### src/rtl/sir_uart_pkg.sv
// Shared types and constants for the SIR/UART transmitter (and the future receiver).
package sir_uart_pkg;

  typedef enum logic [2:0] {
    IDLE,
    START,
    DATA,
    PAR,
    STOP
  } tx_state_t;

  localparam int unsigned PAR_NONE = 0;
  localparam int unsigned PAR_EVEN = 1;
  localparam int unsigned PAR_ODD  = 2;

  localparam int unsigned TICKS_PER_BIT = 16;
  localparam logic [3:0]  SUB_LAST      = 4'(TICKS_PER_BIT - 1);

  localparam logic [3:0] SIR_PULSE_LO = 4'd7;
  localparam logic [3:0] SIR_PULSE_HI = 4'd9;

  // IrDA SIR: a zero bit is a 3/16 pulse centred in the bit, a one bit is silent.
  function automatic logic sir_level(input logic bit_val, input logic [3:0] sub);
    return !bit_val && (sub >= SIR_PULSE_LO) && (sub <= SIR_PULSE_HI);
  endfunction

endpackage

### src/rtl/sir_uart_tx_baud_tick_gen.sv
// Baud divider: counts 0..CLK_DIV-1 while enabled and pulses tick on the last count.
module baud_tick_gen #(
  parameter int unsigned CLK_DIV = 326
) (
  input  logic clock,
  input  logic reset,
  input  logic enable,
  output logic tick
);

  localparam int unsigned     CNT_W    = (CLK_DIV > 1) ? $clog2(CLK_DIV) : 1;
  localparam logic [CNT_W-1:0] CNT_LAST = CNT_W'(CLK_DIV - 1);

  logic [CNT_W-1:0] cnt;

  // Dropping enable clears the count so the next run starts phase-aligned.
  always_ff @(posedge clock) begin
    if (reset || !enable) begin
      cnt <= '0;
    end else if (cnt == CNT_LAST) begin
      cnt <= '0;
    end else begin
      cnt <= cnt + 1'b1;
    end
  end

  assign tick = enable && (cnt == CNT_LAST);

endmodule

### src/rtl/sir_uart_tx.sv
// Parametrised async-frame serial transmitter with optional IrDA SIR line coding.
// Optional feature macro: SIR_IRDA_EN (3/16 pulse encoding selected by irda_mode).
module sir_uart_tx
  import sir_uart_pkg::*;
#(
  parameter int unsigned DATA_W    = 8,
  parameter int unsigned CLK_DIV   = 326,
  parameter int unsigned PARITY    = 1,
  parameter int unsigned STOP_BITS = 1
) (
  input  logic              clock,
  input  logic              reset,
  input  logic [DATA_W-1:0] tx_data_in,
  input  logic              tx_valid,
  output logic              tx_ready,
  input  logic              irda_mode,
  output logic              tx_out,
  output logic              busy
);

  if (DATA_W < 5 || DATA_W > 9) begin : g_bad_data_w
    $error("sir_uart_tx: DATA_W must be in 5..9");
  end
  if (PARITY > PAR_ODD) begin : g_bad_parity
    $error("sir_uart_tx: PARITY must be 0, 1 or 2");
  end
  if (STOP_BITS < 1 || STOP_BITS > 2) begin : g_bad_stop
    $error("sir_uart_tx: STOP_BITS must be 1 or 2");
  end
  if (CLK_DIV < 1) begin : g_bad_div
    $error("sir_uart_tx: CLK_DIV must be at least 1");
  end

  localparam logic [3:0] IDX_DATA_LAST = 4'(DATA_W - 1);
  localparam logic [3:0] IDX_STOP_LAST = 4'(STOP_BITS - 1);
  localparam logic       ODD_INV       = (PARITY == PAR_ODD);

  tx_state_t         state, state_n;
  logic [3:0]        sub, sub_n;
  logic [3:0]        idx, idx_n;
  logic [DATA_W-1:0] shreg, shreg_n;
  logic              par_q;
  logic              ready_q;
  logic              busy_q;
  logic              line_q;
  logic              accept;
  logic              tick;
  logic              bit_n;
  logic              line_n;

  baud_tick_gen #(
    .CLK_DIV (CLK_DIV)
  ) u_tick (
    .clock  (clock),
    .reset  (reset),
    .enable (state != IDLE),
    .tick   (tick)
  );

  always_ff @(posedge clock) begin
    if (reset) begin
      state <= IDLE;
    end else begin
      state <= state_n;
    end
  end

  always_comb begin
    state_n = state;
    sub_n   = sub;
    idx_n   = idx;
    shreg_n = shreg;
    accept  = 1'b0;
    if (state == IDLE) begin
      if (tx_valid && ready_q) begin
        accept  = 1'b1;
        state_n = START;
        sub_n   = '0;
        idx_n   = '0;
        shreg_n = tx_data_in;
      end
    end else if (tick) begin
      sub_n = sub + 1'b1;
      if (sub == SUB_LAST) begin
        idx_n = idx + 1'b1;
        unique case (state)
          START: begin
            state_n = DATA;
            idx_n   = '0;
          end
          DATA: begin
            shreg_n = shreg >> 1;
            if (idx == IDX_DATA_LAST) begin
              idx_n   = '0;
              state_n = (PARITY == PAR_NONE) ? STOP : PAR;
            end
          end
          PAR: begin
            state_n = STOP;
            idx_n   = '0;
          end
          STOP: begin
            if (idx == IDX_STOP_LAST) begin
              idx_n   = '0;
              state_n = IDLE;
            end
          end
          default: state_n = IDLE;
        endcase
      end
    end
  end

  // Line level is computed from next-cycle state so the registered output
  // lines up with the state it describes (start edge one cycle after accept).
  always_comb begin
    bit_n = 1'b1;
    unique case (state_n)
      START:   bit_n = 1'b0;
      DATA:    bit_n = shreg_n[0];
      PAR:     bit_n = par_q;
      default: bit_n = 1'b1;
    endcase
  end

`ifdef SIR_IRDA_EN
  logic sir_q;
  logic sir_n;

  // In IDLE the live irda_mode sets the idle level; during a frame the captured copy rules.
  always_comb begin
    sir_n  = ((state == IDLE) || (state_n == IDLE)) ? irda_mode : sir_q;
    line_n = sir_n ? sir_level(bit_n, sub_n) : bit_n;
  end

  always_ff @(posedge clock) begin
    if (reset) begin
      sir_q <= 1'b0;
    end else if (accept) begin
      sir_q <= irda_mode;
    end
  end
`else
  logic unused_irda;
  assign unused_irda = irda_mode;
  assign line_n      = bit_n;
`endif

  always_ff @(posedge clock) begin
    if (reset) begin
      sub     <= '0;
      idx     <= '0;
      shreg   <= '0;
      par_q   <= 1'b0;
      ready_q <= 1'b0;
      busy_q  <= 1'b0;
      line_q  <= 1'b1;
    end else begin
      sub     <= sub_n;
      idx     <= idx_n;
      shreg   <= shreg_n;
      ready_q <= (state_n == IDLE);
      busy_q  <= (state_n != IDLE);
      line_q  <= line_n;
      if (accept) begin
        par_q <= (^tx_data_in) ^ ODD_INV;
      end
    end
  end

  assign tx_ready = ready_q;
  assign busy     = busy_q;
  assign tx_out   = line_q;

endmodule

### config.mk
export PLATFORM = sky130hd
export DESIGN_NAME = sir_uart_tx
export DESIGN_NICKNAME = d
export VERILOG_FILES = /design/src/rtl/sir_uart_pkg.sv /design/src/rtl/sir_uart_tx_baud_tick_gen.sv /design/src/rtl/sir_uart_tx.sv
export SDC_FILE = /design/constraint.sdc
export NUM_CORES = 1
export LEC_CHECK = 0
export ABC_CLOCK_PERIOD_IN_PS = 3650
export CORE_MARGIN = 1.5
export CORE_UTILIZATION = 40
export CTS_BUF_LIST = sky130_fd_sc_hd__clkbuf_16
export CTS_CLUSTER_SIZE = 30
export DETAILED_ROUTE_END_ITERATION = 10
export GPL_TIMING_DRIVEN = 0
export SYNTH_ARGS = -nofsm -noshare
export SYNTH_HDL_FRONTEND = slang
export SYNTH_SLANG_ARGS = --single-unit
### constraint.sdc
create_clock -name clock -period 3.65 [get_ports clock]
set_input_delay 0.73 -clock clock [delete_from_list [all_inputs] [get_ports clock]]
set_output_delay 0.73 -clock clock [all_outputs]
set_load 0.02 [all_outputs]
==> metrics.txt, run 1 <==
outcome=complete, no violations; # diodes=0; # hold bufs at CTS=0; count of final setup violators=0; # fillers=roughly 350; gr ovfl total=0; Post-Route WL=approximately 3.6 mm; final hold vios=0; net switching power=183.4 uW; setup bufs post-CTS=0; most common cell after layout, fill and taps aside=dfxtp_1; Max FO, Critical Path=8; Tcrit/Tclk final=0.6253; CP Data Required Time=3.85 ns; Switching Share=0.2217; die area=4419 sq um; Initial Util=0.4273; Die Y=66.48 microns; crit path max-delay cell type=or4b_1; GPL Wtd Cong=0.8178; worst setup path class=register to register; max-slew violations=0; Synth async-reset ratio=0; clk_lat worst skew=roughly 0.27 ns; sequential share of power=0.443; Final Cell Area=slightly below 2000 sq um; register area=640.6 sq um; Netlist Area Pre-Place=1612 sq um; number of gates resized after CTS=0; Seq cells post-synth=32; Layout area overhead=20.26%; TritonCTS clock tree=yes; Combinational Power Share=0.099; Clock Pin Slew Worst Setup and Hold Paths=0.05 ns; Max Cap Viol=0; Least-Margin Pin Slew=just over 0.6 ns; GRT Total Usage=0.1815; Worst slew margin=0.5919; DRC=0; num ports=15; total number of vias=1406; dpl hpwl=2.629 mm; most frequent cells in the layout=dfxtp_1 (32), nor2_1 (25), clkdlybuf4s50_1 (13); Tot Pwr=827.1 uW; cells after synthesis=181; CTS max path bufs=2; Min Clock Period, post-route=2.282 ns; PD cells=426.8 nW/um^2; Cell variety after synth=47; layout cells sized above 1=0.06436; area of the multi-input gates=909.6 sq um; first-pass detailed-route iteration total=4; crit end category=register; drt initial violations=53; hold crit path type=register to register; setup ws final=1.368 ns; max incr delay on CP=0.55 ns; Die W=66.48 microns; syn_nets=between 150 and 200; initial antenna violation count=0; Fin Clk Skew=about 0.0030 ns; VDD IR max=0.1839 mV; crit-path cells=or4b_1 -> buf_6 -> nor3_4 -> a21oi_2 -> or4_1 -> a21oi_1; unrepaired setup endpoints after global routing=no; num rows=22; TritonCTS buffer count=5; H-Tree Depth=2; placed instance area=roughly 1800 sq um; number of enable flip-flop cells after synthesis=0; root buffer cell=clkbuf_16; pin count of the biggest net entering global routing=11; number of global-route vias before repair=approximately 1.4k; # clock sinks=32; internal power=643.7 uW; sequential fraction of the synthesis area=0.3975; syn_area_per_cell=8.904 sq um; WL/cell=14.20 microns; setup TNS=0 ns; Nets=218; first-pass GRT wire length=6.085 mm; fmax=438.1 MHz; startpoint types=register; CORE AREA=between 3000 and 4000 sq um; Vias/cell=around 5.6; Synth Flop Type=dfxtp_1; post-place setup slack=1.202 ns; Leak=0.6985 nW; clock power share=0.458; synth warn=0; Critical Path AT=2.48 ns; IO buf count=13; post-route ant nets=0
## through the flow
step / util / cells / hold WS (ns)
final: 0.5139 / 250 / 0.4636
after global routing: 0.5139 / 250 / 0.4805
after CTS: 0.5139 / 250 / 0.4673
after detailed placement: 0.4778 / 242 / 0.4508
after global placement: 0.4778 / 242 / 0.4442
after floorplan: - / 181 / 0.4248
## synthesized netlist by cell type, types with 2 or more instances
library cell / instances / area, sq um
a221oi_1: 2 / 17.52
clkbuf_1: 5 / 18.77
o2bb2ai_1: 6 / 52.55
nand4b_1: 2 / 17.52
nand2_1: 8 / 30.03
nor2_1: 25 / 93.84
a31oi_1: 2 / 12.51
a21oi_1: 9 / 45.04
nand4_1: 3 / 18.77
xnor2_1: 11 / 96.34
or4b_1: 2 / 20.02
a22oi_1: 6 / 45.04
nand3_1: 11 / 55.05
nor3_1: 4 / 20.02
o21ai_0: 3 / 15.01
xor2_1: 5 / 43.79
dfxtp_1: 32 / 640.6
and3_1: 4 / 25.02
and2_1: 2 / 12.51
nor2b_1: 2 / 12.51
nor3b_1: 2 / 15.01
ha_1: 5 / 62.56
inv_1: 6 / 22.52
## kinds of logic (layout without fill, tap and decap cells)
family                     count (synthesis)  in the layout  share of synthesized area
buffers and inverters                     14             35                    0.03804
and+or+nand+nor                           75             75                     0.2648
xor gates and xnor gates                  16             16                    0.08695
muxes                                      1              1                   0.006211
adders and majority gates                  5              5                    0.03882
DFF                                       32             32                     0.3975
AOI/OAI and AO/OA                         38             38                     0.1677
## flip-flops by register name, indices dropped and copies added (netlist names)
register and cells:
tx_out 1, shreg 8, u_tick.cnt 9, par_q 1
idx 4, sub 4, state 3, busy 1
tx_ready 1
## power by group through the flow
stage                     Clock [mW]  Combinational [mW]  Sequential (mW)
after floorplan                    0              0.0469            0.376
after detailed placement           0              0.0816            0.373
after global routing           0.407              0.0897            0.367
after global placement             0              0.0808            0.373
final                          0.379              0.0818            0.366
after CTS                      0.392              0.0820            0.366
## final cells by class
type	count	area share
multi-input combinational	135	0.4693
sequential	32	0.3305
timing repair buffer	13	0.06714
clock buffer	5	0.06456
tap	48	0.03099
buffer	8	0.02001
inverter	6	0.01162
clock inverter	3	0.005810
## final timing paths
| kind | slack [ns] | endpoint | startpoint | cells after the start |
|---|---|---|---|---|
| max | 1.37 | idx[3]$_SDFFE_PP0P_ | u_tick.cnt[5]$_SDFF_PP0_ | 6 |
| min reg2reg | 0.46 | shreg[1]$_SDFFE_PP0P_ | shreg[1]$_SDFFE_PP0P_ | 1 |
| max reg2reg | 1.37 | idx[3]$_SDFFE_PP0P_ | u_tick.cnt[5]$_SDFF_PP0_ | 6 |
| min | 0.46 | shreg[1]$_SDFFE_PP0P_ | shreg[1]$_SDFFE_PP0P_ | 1 |
## critical path, delay by kind of cell (launching register included)
kind	cells	cell delay [ns]
compound gates	2	0.32
buf+inv	1	0.15
simple gates	3	1.38
flops	1	0.35
## routing by layer
metal | vias to the layer above | part of all wire | GRT usage
met5 | - | 0 | 0
met4 | 0 | 0.012 | 0.08418
met3 | 4 | 0.032 | 0.03547
met2 | 26 | 0.48 | 0.2975
met1 | 683 | 0.48 | 0.2285
li1 | 693 | - | -
Note: power is estimated with default switching activity, not from simulation.
==> inputs of run 2 (changes only) <==
- ABC_CLOCK_PERIOD_IN_PS: 3650 -> 2200
- clock period: 3.65 -> 2.2 ns (I/O delays scaled with it)
==> run 2 against run 1 <==
Register-to-register slack got worse by 1.3 ns. Hold slack is essentially flat. Sequential share of layout area decreased by 0.61 points. Combinational power grew 67%. Via count is 0.14% higher. First-iteration DRC count is 15% higher. Total power rose by 66%. Sequential power grew 66%. Maximum frequency rose by 8.5%. Flip-flop and latch count did not move. Critical path type unchanged.
==> metrics.txt, run 2 (synthesis results as in run 1) <==
outcome=complete, no violations; Worst slew margin=0.5951 (+0.003157); area of the multi-input gates=927.1 sq um (+1.9%); Critical Path AT=2.30 ns (-0.18 ns); setup TNS=0 ns (unchanged); WP buf/inv=1 (unchanged); Reg with most FFs=u_tick.cnt; initial antenna violation count=0 (unchanged); # hold bufs at CTS=0 (unchanged); CORE AREA=3771 sq um (unchanged); Max FO, Critical Path=6 (-2); final hold vios=0 (unchanged); unrepaired setup endpoints after global routing=no; num ports=15 (unchanged); num rows=22 (unchanged); worst setup path class=register to register; GRT Total Usage=0.1837 (+0.002201); startpoint types=register; GRT busiest layer=met2; hold crit path type=register to register; Tot Pwr=1.375 mW (+66%); first-pass detailed-route iteration total=4 (unchanged); # fillers=349 (-1.4%); TritonCTS buffer count=5 (unchanged); Tcrit/Tclk final=0.9560 (+0.3307); most frequent cells in the layout=dfxtp_1 (32), nor2_1 (25), clkdlybuf4s50_1 (13); global routing usage on met3=0.03547 (unchanged); total number of vias=1408 (+0.14%); Vias/cell=5.587 (-0.65%); fmax=475.5 MHz (+8.5%); crit end category=register; max reg flops=9 (unchanged); delay-heaviest family, CP=simple AND/OR/NAND/NOR gates; routing usage on met1=0.2308 (+0.002338); dpl hpwl=2.629 mm (unchanged); Layout area overhead=22.52%; Min Clock Period, post-route=2.103 ns (-0.1792 ns); register area=640.6 sq um (unchanged); Initial Util=0.4273 (unchanged); Clock Pin Slew Worst Setup and Hold Paths=0.05 ns (about the same); crit-path cells=or4b_1 -> buf_6 -> nor3_4 -> a21oi_2 -> or4_1 -> a21oi_1; TritonCTS clock tree=yes; CTS max path bufs=2 (unchanged); root buffer cell=clkbuf_16; # diodes=0 (unchanged); post-route ant nets=0 (unchanged); number of global-route vias before repair=1371 (+0.88%); most common cell after layout, fill and taps aside=dfxtp_1; DRC=0 (unchanged); GPL Wtd Cong=0.8178 (unchanged); layout cells sized above 1=0.08824 (+0.02388); IO buf count=13 (unchanged); max incr delay on CP=0.55 ns (about the same); VDD IR max=0.3066 mV (+67%); CP Data Required Time=2.39 ns (-1.46 ns); # clock sinks=32 (unchanged); Die W=66.48 microns (unchanged); Fin Clk Skew=0.002623 ns (-0.0003402 ns); H-Tree Depth=2 (unchanged); Post-Route WL=3.592 mm (+1.2%); Die Y=66.48 microns (unchanged); met2 Resource Use GR=0.3025 (+0.005000); max-slew violations=0 (unchanged); Least-Margin Pin Slew=0.6034 ns (-0.004704 ns); WL/cell=14.25 microns (+0.38%); gr ovfl total=0 (unchanged); Leak=0.7154 nW (+2.4%); pin count of the biggest net entering global routing=11 (unchanged); Nets=220 (+0.92%); biggest regs=u_tick.cnt: 9 flops, shreg: 8 flops; drt initial violations=61 (+15%); count of final setup violators=0 (unchanged); first-pass GRT wire length=6.168 mm (+1.4%); PD cells=696.6 nW/um^2 (+63%); crit path max-delay cell type=or4b_1; die area=4419 sq um (unchanged); Max Cap Viol=0 (unchanged); clk_lat worst skew=0.27 ns (about the same)
## run 2: final cells by class
class | instances | area share
buffer | 7 | 0.01774
clock buffer | 5 | 0.06337
clock inverter | 3 | 0.005703
inverter | 6 | 0.01141
multi-input combinational | 135 | 0.4696
sequential | 32 | 0.3245
tap | 48 | 0.03042
timing repair buffer | 16 | 0.07731
## run 2: per-stage QoR
step / hold WS (ns) / util / instances / setup WS (ns) / cell area (sq um)
2_1_floorplan: 0.4248 / - / 181 / 0.1037 / 1612
3_5_place_dp: 0.4508 / 0.4778 / 242 / -0.06742 / 1802
5_1_grt: 0.4805 / 0.5236 / 252 / 0.007276 / 1974
3_3_place_gp: 0.4442 / 0.4778 / 242 / -0.03571 / 1802
6_report: 0.4640 / 0.5236 / 252 / 0.09676 / 1974
4_1_cts: 0.4673 / 0.5196 / 252 / 0.06324 / 1959
## run 2: worst register-to-register path, stage by stage, from the launching register on
cell	delay, ns
dfxtp_1	0.35
or4b_1	0.55
buf_6	0.15
nor3_4	0.17
a21oi_2	0.14
or4_1	0.51
a21oi_1	0.16
## run 2: timing repair
action / 4_1_cts / 5_1_grt
buffers inserted: 2 / 1
pin swaps: 2 / 0
resized for setup: 1 / 2
setup endpoints to repair: 2 / 11
## run 2: metal layers
metal / vias up / routed length, microns
li1: 699 / -
met4: 0 / 56
met1: 680 / 1694
met2: 23 / 1756
met5: - / 0
met3: 6 / 85
## run 2: power by group
group	leakage, nW	total [mW]	switching, mW	internal (mW)
Combinational	0.382	0.137	0.0719	0.0648
Clock	0.0738	0.631	0.225	0.406
Sequential	0.259	0.608	0.00974	0.598
## run 2: final timing paths
| kind | startpoint | end | slack [ns] | cells after the start |
|---|---|---|---|---|
| max | u_tick.cnt[5]$_SDFF_PP0_ | idx[3]$_SDFFE_PP0P_ | 0.1 | 6 |
| min | u_tick.cnt[0]$_SDFF_PP0_ | u_tick.cnt[0]$_SDFF_PP0_ | 0.46 | 1 |
| max reg2reg | u_tick.cnt[5]$_SDFF_PP0_ | idx[3]$_SDFFE_PP0P_ | 0.1 | 6 |
| min reg2reg | u_tick.cnt[0]$_SDFF_PP0_ | u_tick.cnt[0]$_SDFF_PP0_ | 0.46 | 1 |
==> inputs of run 3 (changes only) <==
- MAX_ROUTING_LAYER: unset -> met4
- SETUP_SLACK_MARGIN: unset -> 0.5
==> run 3 against run 2 <==
Sequential share of layout area down 2.9 points. Count of clock-buffer cells in the layout is the same. Final cell count rose by 4.4%. First-iteration DRC count is 18% lower. Die area is the same.
==> metrics.txt, run 3 (synthesis results as in run 1) <==
Die Y=66.48 microns (unchanged); Leak=0.8323 nW (+16%); post-route ant nets=0 (unchanged); Util after Layout=0.5856 (+0.06204); Die W=66.48 microns (unchanged); Fin Clk Skew=0.006893 ns (+0.004270 ns); Layout area overhead=37.03%; GPL Wtd Cong=0.8152 (-0.32%); Vias/cell=5.521 (-1.2%); outcome=complete, no violations; PD cells=636.2 nW/um^2 (-8.7%); GRT Total Usage=0.2003 (+0.01660); CORE AREA=3771 sq um (unchanged); # hold bufs at CTS=0 (unchanged); H-Tree Depth=2 (unchanged); first-pass GRT wire length=6.465 mm (+4.8%); num rows=22 (unchanged); Critical Path AT=2.20 ns (-0.10 ns); Max FO, Critical Path=5 (-1); first-pass detailed-route iteration total=4 (unchanged); net switching power=323.9 uW (+5.6%); Reg with most FFs=u_tick.cnt; Tot Pwr=1.405 mW (+2.1%); total number of vias=1452 (+3.1%); hold crit path type=register to register; CTS max path bufs=2 (unchanged); most common cell after layout, fill and taps aside=dfxtp_1; CP Data Required Time=2.41 ns (+0.02 ns); fmax=501.0 MHz (+5.4%); final hold vios=0 (unchanged); # clock sinks=32 (unchanged); Worst slew margin=0.5914 (-0.003679); WHS Path Cells=1 (unchanged); crit end category=register; sequential share of power=0.432 (-0.010); TritonCTS clock tree=yes; biggest regs=u_tick.cnt: 9 flops, shreg: 8 flops; initial antenna violation count=0 (unchanged); Initial Util=0.4273 (unchanged); root buffer cell=clkbuf_16; Post-Route WL=3.864 mm (+7.6%); clock power share=0.453 (-0.006); Clock Pin Slew Worst Setup and Hold Paths=0.05 ns (about the same); Tcrit/Tclk final=0.9073 (-0.04876); internal power=1.081 mW (+1.2%); max reg flops=9 (unchanged); Least-Margin Pin Slew=0.6089 ns (+0.005481 ns); num ports=15 (unchanged); unrepaired setup endpoints after global routing=yes; Critical Path Stages=6 (unchanged); dpl hpwl=2.526 mm (-3.9%); # diodes=0 (unchanged); WL/cell=14.69 microns (+3.1%); Worst Reg-to-Reg Cells=6 (unchanged); die area=4419 sq um (unchanged); max-slew violations=0 (unchanged); max incr delay on CP=0.51 ns (-0.04 ns); layout cells sized above 1=0.2512 (+0.1629); crit-path cells=or4b_4 -> buf_6 -> nor3_4 -> a21oi_4 -> or4_1 -> a21oi_1; area of the multi-input gates=1045 sq um (+13%); IO buf count=13 (unchanged); Combinational Power Share=0.115 (+0.016); r2r startpoint=u_tick.cnt[5]$_SDFF_PP0_; Min Clock Period, post-route=1.996 ns (-0.1073 ns); pin count of the biggest net entering global routing=11 (unchanged); crit path max-delay cell type=or4b_4; register area=653.1 sq um (+2.0%); Hold Startpoint=u_tick.cnt[0]$_SDFF_PP0_; number of global-route vias before repair=1419 (+3.5%); most frequent cells in the layout=dfxtp_1 (26), nor2_1 (25), clkdlybuf4s50_1 (13); startpoint types=register; Max Cap Viol=0 (unchanged); drt initial violations=50 (-18%); setup TNS=0 ns (unchanged); delay-heaviest family, CP=simple AND/OR/NAND/NOR gates; gr ovfl total=0 (unchanged); count of final setup violators=0 (unchanged); WP buf/inv=1 (unchanged); VDD IR max=0.5233 mV (+71%); worst setup path class=register to register; CP startpoint=u_tick.cnt[5]$_SDFF_PP0_; clk_lat worst skew=0.28 ns (about the same); Switching Share=0.2305 (+0.007506); TritonCTS buffer count=5 (unchanged); DRC=0 (unchanged); Nets=231 (+5.0%); # fillers=343 (-1.7%)
run 3: layout make-up:
class	count	area share
Tap cell	48	0.02720
Inverter	6	0.01020
Clock buffer	5	0.05666
Timing Repair Buffer	26	0.1082
Multi-Input combinational cell	135	0.4731
Clock inverter	3	0.005099
Buffer	8	0.02380
Sequential cell	32	0.2958
run 3: per-stage QoR:
| step | setup slack (ns) | instance area, sq um | cells | hold WS [ns] |
|---|---|---|---|---|
| after floorplan | 0.2879 | 1630 | 181 | 0.4248 |
| after CTS | 0.2341 | 2082 | 259 | 0.4647 |
| after global placement | 0.08614 | 1821 | 242 | 0.4434 |
| after detailed placement | 0.06530 | 1821 | 242 | 0.4523 |
| final | 0.2040 | 2208 | 263 | 0.4485 |
| after global routing | 0.1458 | 2208 | 263 | 0.4622 |
run 3: power groups by stage:
stage	clock network [mW]	logic (mW)	registers (mW)
4_1_cts	0.647	0.151	0.606
3_5_place_dp	0	0.138	0.619
3_3_place_gp	0	0.137	0.618
5_1_grt	0.679	0.173	0.608
6_report	0.637	0.161	0.607
2_1_floorplan	0	0.0809	0.623
run 3: worst register-to-register path: stages, from the launching register on:
cell     delay, ns
dfxtp_4       0.34
or4b_4        0.51
buf_6         0.15
nor3_4        0.29
a21oi_4       0.11
or4_1         0.41
a21oi_1       0.12
run 3: worst paths after layout:
check,end,slack [ns]
max,idx[3]$_SDFFE_PP0P_,0.20
min reg2reg,u_tick.cnt[0]$_SDFF_PP0_,0.45
max reg2reg,idx[3]$_SDFFE_PP0P_,0.20
min,u_tick.cnt[0]$_SDFF_PP0_,0.45
run 3: per-layer routing:
| layer | track usage | routed length, microns |
|---|---|---|
| met5 | - | 0 |
| met4 | 0.08163 | 66 |
| met3 | 0.05405 | 121 |
| met2 | 0.3113 | 1817 |
| met1 | 0.2471 | 1858 |
run 3: what timing repair did:
| item | in CTS | in global routing |
|---|---|---|
| pin swaps | 6 | 6 |
| setup endpoints to repair | 32 | 32 |
| buffers inserted | 9 | 4 |
| resized for setup | 16 | 23 |
